File: config.mk
export PLATFORM = sky130hd
export DESIGN_NAME = req_ack_2ph_rx
export DESIGN_NICKNAME = d
export VERILOG_FILES = /design/src/rtl/req_ack_2ph_rx.sv
export SDC_FILE = /design/constraint.sdc
export NUM_CORES = 1
export LEC_CHECK = 0
export BUFFER_PORTS_ARGS = -buffer_cell sky130_fd_sc_hd__buf_2
export CAP_MARGIN = 20
export CORE_ASPECT_RATIO = 0.9
export CORE_MARGIN = 5
export CORE_UTILIZATION = 56
export CTS_CLUSTER_DIAMETER = 60
export CTS_CLUSTER_SIZE = 14
export DETAILED_ROUTE_END_ITERATION = 6
export GPL_TIMING_DRIVEN = 0
export PLACE_DENSITY = 0.78
export RECOVER_POWER = 50
export SYNTH_ARGS = -nofsm -noshare
export SYNTH_HDL_FRONTEND = slang
export SYNTH_SLANG_ARGS = --single-unit
export TNS_END_PERCENT = 50
File: constraint.sdc
create_clock -name clk_tx -period 2.3 [get_ports clk_tx]
set_clock_uncertainty 0.2 [all_clocks]
set_input_delay 0.575 -clock clk_tx [delete_from_list [all_inputs] [get_ports clk_tx]]
set_output_delay 0.575 -clock clk_tx [all_outputs]
set_load 0.02 [all_outputs]
File: src/rtl/req_ack_2ph_rx.sv
// Receive side of a two-phase req/ack crossing: synchronizes req toggles, captures din, acks, and buffers words onto a val/rdy stream.
// Optional even-parity check on the captured word is enabled by defining REQ_ACK_RX_PARITY_EN.
module req_ack_2ph_rx #(
    parameter int DW          = 16,
    parameter int SYNC_STAGES = 2,
    parameter int FIFO_DEPTH  = 2
) (
    input  logic                              clk_tx,
    input  logic                              rst_b,
    input  logic                              req,
    input  logic [DW-1:0]                     din,
`ifdef REQ_ACK_RX_PARITY_EN
    input  logic                              din_par,
    output logic                              par_err,
`endif
    output logic                              ack,
    output logic                              val,
    output logic [DW-1:0]                     dout,
    input  logic                              rdy,
    output logic [$clog2(FIFO_DEPTH+1)-1:0]   lvl,
    output logic                              proto_err
);

    localparam int LW = $clog2(FIFO_DEPTH + 1);
    localparam int PW = (FIFO_DEPTH > 1) ? $clog2(FIFO_DEPTH) : 1;
    localparam logic [LW-1:0] DEPTH_L = LW'(FIFO_DEPTH);

    typedef enum logic {IDLE, HOLD} state_t;

    state_t                 state_q, state_d;
    logic [SYNC_STAGES-1:0] sync_q;
    logic                   hist_q;
    logic                   req_edge;
    logic [DW-1:0]          hold_q;
    logic                   ack_q;
    logic                   capture, push, pop, err_edge;

    logic [DW-1:0]          mem [FIFO_DEPTH];
    logic [PW-1:0]          wptr_q, rptr_q;
    logic [LW-1:0]          count_q;
    logic [DW-1:0]          last_q;
    logic                   proto_q;

    // Bit 0 of the chain is the only flop that may go metastable.
    // NOTE: all state flops use non-blocking assignments so every flop samples pre-edge values.
    always_ff @(posedge clk_tx or negedge rst_b) begin
        if (!rst_b) begin
            sync_q <= '0;
            hist_q <= 1'b0;
        end else begin
            sync_q <= {sync_q[SYNC_STAGES-2:0], req};
            hist_q <= sync_q[SYNC_STAGES-1];
        end
    end

    assign req_edge = sync_q[SYNC_STAGES-1] ^ hist_q;

    always_ff @(posedge clk_tx or negedge rst_b) begin
        if (!rst_b) state_q <= IDLE;
        else        state_q <= state_d;
    end

    // Push decision uses the registered count, so a pop never frees a slot for the same edge.
    always_comb begin
        // NOTE: every output of this block gets a default first so no latch is inferred.
        state_d  = state_q;
        capture  = 1'b0;
        push     = 1'b0;
        err_edge = 1'b0;
        case (state_q)
            IDLE: begin
                if (req_edge) begin
                    capture = 1'b1;
                    state_d = HOLD;
                end
            end
            HOLD: begin
                err_edge = req_edge;
                if (count_q < DEPTH_L) begin
                    push    = 1'b1;
                    state_d = IDLE;
                end
            end
            default: state_d = IDLE;
        endcase
    end

    assign val = (count_q != '0);
    assign pop = val && rdy;

    always_ff @(posedge clk_tx or negedge rst_b) begin
        if (!rst_b) begin
            hold_q  <= '0;
            ack_q   <= 1'b0;
            proto_q <= 1'b0;
            wptr_q  <= '0;
            rptr_q  <= '0;
            count_q <= '0;
            last_q  <= '0;
        end else begin
            if (capture)  hold_q  <= din;
            if (push)     ack_q   <= ~ack_q;
            if (err_edge) proto_q <= 1'b1;
            if (push)     wptr_q  <= wptr_q + PW'(1);
            if (pop) begin
                rptr_q <= rptr_q + PW'(1);
                last_q <= mem[rptr_q];
            end
            case ({push, pop})
                2'b10:   count_q <= count_q + LW'(1);
                2'b01:   count_q <= count_q - LW'(1);
                default: count_q <= count_q;
            endcase
        end
    end

    // NOTE: storage is not reset; the empty count guarantees stale entries are never presented.
    always_ff @(posedge clk_tx) begin
        if (push) mem[wptr_q] <= hold_q;
    end

`ifdef REQ_ACK_RX_PARITY_EN
    logic par_q;

    always_ff @(posedge clk_tx or negedge rst_b) begin
        if (!rst_b)                          par_q <= 1'b0;
        else if (capture && (^din != din_par)) par_q <= 1'b1;
    end

    assign par_err = par_q;
`endif

    // When empty, dout keeps showing the last word handed downstream.
    assign dout      = val ? mem[rptr_q] : last_q;
    assign ack       = ack_q;
    assign lvl       = count_q;
    assign proto_err = proto_q;

endmodule

======== After elaboration in Yosys (flattened, before gate mapping) ========
Memory sizes are Yosys's and may differ from the RTL's.
Cells that the tools add are included.
word-level totals
  logic and storage cells ................. 35
  bits of input ports ..................... 20
  output and inout port bits .............. 21
  memories kept ........................... 1
  register bits after elaboration ......... 42
  bits in writable memories ............... 32
memory list
  memory  words  bits a word  read ports  clocked after Yosys merged registers in  wr ports  line  RTL
  mem     2      16           1           0                                        1         38    logic [DW-1:0] mem [FIFO_DEPTH];
operators by class
  equality and inequality tests ........... 2
  order comparisons ....................... 1
  add/subtract/negate cells ............... 4
  mux-type cells .......................... 11
  bitwise gates (word level) .............. 3
  reduce and logical (&&, ||, !) cells .... 3
operators by type and width
  kind                                               number
  two-way mux 16 bit                                 1
  two-way mux 1 bit                                  8
  one-hot mux 2 bit (2 select lines)                 1
  nonzero test 2 bit                                 2
  adder 1 bit (second input constant)                2
  adder 2 x 1 -> 2 bit (second input constant)       1
  == test 2 x 1 -> 1 bit (second input constant)     1
  == test 2 bit (second input constant)              1
  < comparator 2 bit (second input constant)         1
  inverter 1 bit                                     2
  one-hot mux 1 bit (2 select lines)                 1
  subtractor 2 x 1 -> 2 bit (second input constant)  1
  logical AND 1 bit                                  1
  XOR 1 bit                                          1

======== Depth between registers and ports, before layout ========
  depth in word-level cells ............... 5
  mapped depth ............................ 7
  depth with buffers taken out ............ 6

======== Worst setup path after synthesis ========
No wires, ideal clock.
  path kind ............................... register to output
  start point ............................. register count_q[0] (netlist: lvl[0])
  end point ............................... output dout[10]
  data arrival time ....................... 1.503 ns
  data required time ...................... 1.525 ns
  cell stages (with the launch flop) ...... 5
  slack ................................... 0.022 ns
  buffers on the path ..................... 2
  cells stage by stage .................... dfrtp_1 or2_2 clkbuf_1 buf_2 a21oi_1
between the ends
  longest elaborated chain between the ends .. 2
ends and longest elaborated chain
  what                      line  RTL
  start: declaration        40    logic [LW-1:0] count_q;
  start signal: assignment  110   2'b10: count_q <= count_q + LW'(1);
  start signal: assignment  111   2'b01: count_q <= count_q - LW'(1);
  start signal: assignment  112   default: count_q <= count_q;
  nonzero test 2 bit        88    assign val = (count_q != '0);
  net val                   17    output logic val,
  two-way mux 16 bit        134   assign dout = val ? mem[rptr_q] : last_q;
  end: declaration          18    output logic [DW-1:0] dout,
The timed path passes the listed nets, and every way through them passes these cells.

======== Worst setup path in the final report ========
  start point ............................. register rptr_q
  end point ............................... output dout[8]
between the ends
  longest elaborated chain between the ends .. 2
ends and longest elaborated chain
  what                      line  RTL
  start: declaration        39    logic [PW-1:0] wptr_q, rptr_q;
  start signal: assignment  106   rptr_q <= rptr_q + PW'(1);
  memory (2 x 16 bit)       n/a
  two-way mux 16 bit        134
Every way passes these cells.

==> impl_metrics.ini <==
[critical_path]
regToRegStartpoint = lvl[0]$_DFFE_PN0P_
rr_worst_depth = 7
start_kind = register
crit_type = register to primary output
reg2reg_slack_ps = 170
cp.arrival_ps = 1590
cp-end-kind = primary output
endpoint = dout[8]
r2r-end = lvl[1]$_DFFE_PN0P_
worstPathMaxFanout = 8
cp-startpoint = rptr_q$_DFFE_PN0P_
crit_required_ps = 1520

[detailed_routing]
wl_per_cell_um = 17.0
dr.pass1.iters = 5
via_count = 1712
wl_um = 5560
drt-initial-drc-count = 117
drc = 0
antenna_left = 0
vias_per_cell = 5.22

[synth]
yosys.area.top_type = dfrtp_1
yosysWarningCount = 0
syn_nets = 222
netlist_area_um2 = 2890
netlist.area_leader.share = 0.364
synth_seq_area_share = 0.696
yosys_register_bits = 74
synth_area_leaders = dfrtp_1, edfxtp_1, mux2i_1
ys_types = 24
netlist_instances = 201
synth_area_per_cell_um2 = 14.4

[place]
placed_cell_area_um2 = 3190
post-dp-hpwl_um = 3420
port_buffers = 40
gp_congestion = 0.771

[cts]
cts_root_buffer = clkbuf_8
clk_latency_ps = 360
numClockSinks = 74
h-tree-depth = 3
clk_pin_slew_ps = 100
numCtsBuffers = 9
max-clock-path-buffers = 2
cts_tree = done

[sta]
relSlewSlack = 0.293
whs_ps = 135
hold_violations = 0
worstMarginPinSlew_ps = 1060
min_period_ps = 2370
drv_slew = 0
fin_ws_ps = -67.3
fmax_mhz = 422
setup_viol_count_final = 15
finalCritPeriodShare = 1.03
rsz0062_at_grt = yes

[min_path]
holdCritStartpoint = req
hold_path.class = input pin to register

[job]
maxCapViolations = 0

[pwr]
p_leak_nw = 1.53
vdd_ir_drop_max_mv = 0.822
power_density_nw_per_um2 = 1670

[run_status]
violations = negative setup slack
status = finished with violations

[die]
dieArea_um2 = 6700
start_util = 0.587
chipWidth_um = 85.7
dieHeight_um = 78.2
fp-row-count = 24
core_um2 = 4920
io_pins = 41

[grt]
grt_use_total = 0.164
grt_pass1_wl_um = 8180
antenna_found_initial = 0
grt_pass1_vias = 1678
overflow = 0
grt_max_degree = 43

[final_layout]
area_growth_pct = 28.2
nFillCells = 296
antenna_cells = 0
final_nets = 279
finalInstanceArea_um2 = 3700
drive_gt1_frac = 0.449
-- layer usage --
metal	global-route usage	vias to the layer above	wire length, um
met1	0.220	832	2440
met4	0.0807	0	131
li1	-	819	-
met2	0.245	51	2730
met3	0.0503	10	262
met5	0	-	0
-- placed cells by master (no fill, tap or decap), drive strengths merged, types with 5 or more instances in the layout --
master  synthesis  layout
a21oi          16      16
buf             9      54
clkbuf          3      13
dfrtp          42      42
edfxtp         32      32
mux2           16      16
mux2i          16      16
nand2          16      16
nor2           19      19
o21ai          17      17
xnor2           5       5
-- Yosys cell counts --
cell	number
dfrtp_1	42
buf_2	6
mux2i_1	16
xnor2_1	5
mux2_2	6
xor2_1	2
nand2b_1	1
o21ai_0	16
ha_1	1
o21ai_1	1
buf_12	1
clkbuf_1	3
or2_2	1
mux2_4	10
inv_1	2
nand2_1	16
nor2_1	19
buf_4	1
edfxtp_1	32
buf_6	1
o21a_1	1
a21oi_1	16
nor2b_4	1
a21o_2	1
-- state kept, by name, summed over array words and instances, names as in the netlist, 2 cells and up --
register and cells:
hold_q 16, lvl 2, sync_q 2, last_q 16
mem 32
-- worst min-delay path by stage --
| stage | slack (ps) | cells after the start | end |
|---|---|---|---|
| 3_3_place_gp | 130 | 0 | sync_q[1]$_DFF_PN0_ |
| 4_1_cts | 120 | 1 | sync_q[0]$_DFF_PN0_ |
| 2_1_floorplan | 80 | 0 | ack$_DFFE_PN0P_ |
| 3_5_place_dp | 130 | 0 | sync_q[1]$_DFF_PN0_ |
| 5_1_grt | 120 | 1 | sync_q[0]$_DFF_PN0_ |
| 6_report | 140 | 1 | sync_q[0]$_DFF_PN0_ |
-- area by class of cell --
class | instances | area (um2) | area share
Inverter | 2 | 7.51 | 0.00203
Timing Repair Buffer | 47 | 317 | 0.0854
Clock buffer | 9 | 124 | 0.0334
Tap cell | 65 | 81.3 | 0.0220
Buffer | 11 | 106 | 0.0287
Sequential cell | 74 | 2010 | 0.543
Multi-Input combinational cell | 113 | 956 | 0.258
Clock inverter | 7 | 101 | 0.0274
-- power by group --
part	leakage [nW]	total [mW]	internal (mW)	switching, mW
clock	0.106	1.12	0.620	0.499
sequential	0.793	2.38	2.04	0.338
combinational	0.634	2.70	1.29	1.41
-- critical path, cell delays in order (launching register included) --
cell and delay, ps:
dfrtp_1 390, buf_6 170, buf_12 150, mux2i_4 260, a21oi_1 90, buf_4 160
-- metrics by stage --
step | setup slack [ps] | util | instances | total power, mW | setup TNS, ps
floorplan | 21.7 | - | 201 | 3.77 | 0
global placement | -67.5 | 0.644 | 306 | 4.30 | -2140
detailed placement | 94.8 | 0.649 | 308 | 4.42 | 0
CTS | -36.1 | 0.721 | 327 | 5.82 | -178
global route | -151 | 0.752 | 328 | 6.54 | -1740
finish | -67.3 | 0.752 | 328 | 6.20 | -589
-- cells by family (layout without fill, tap and decap cells) --
family	after synthesis	in the layout	synth area share
muxes	32	32	0.131
buffers and inverters	14	76	0.0303
DFF	74	74	0.696
xor gates and xnor gates	7	7	0.0212
AOI/OAI and AO/OA	35	35	0.0628
and+or+nand+nor	38	38	0.0545
adders and majority gates	1	1	0.00433
-- what timing repair did --
item                                   CTS  global route
resized for setup                       28            32
setup buffers                            4             0
gates cloned                             0             1
pin swaps                                2             8
setup endpoints to repair               17            27
hold buffers                             0             0
endpoints found under the hold margin    0             0
(Power assumes the default switching activity.)
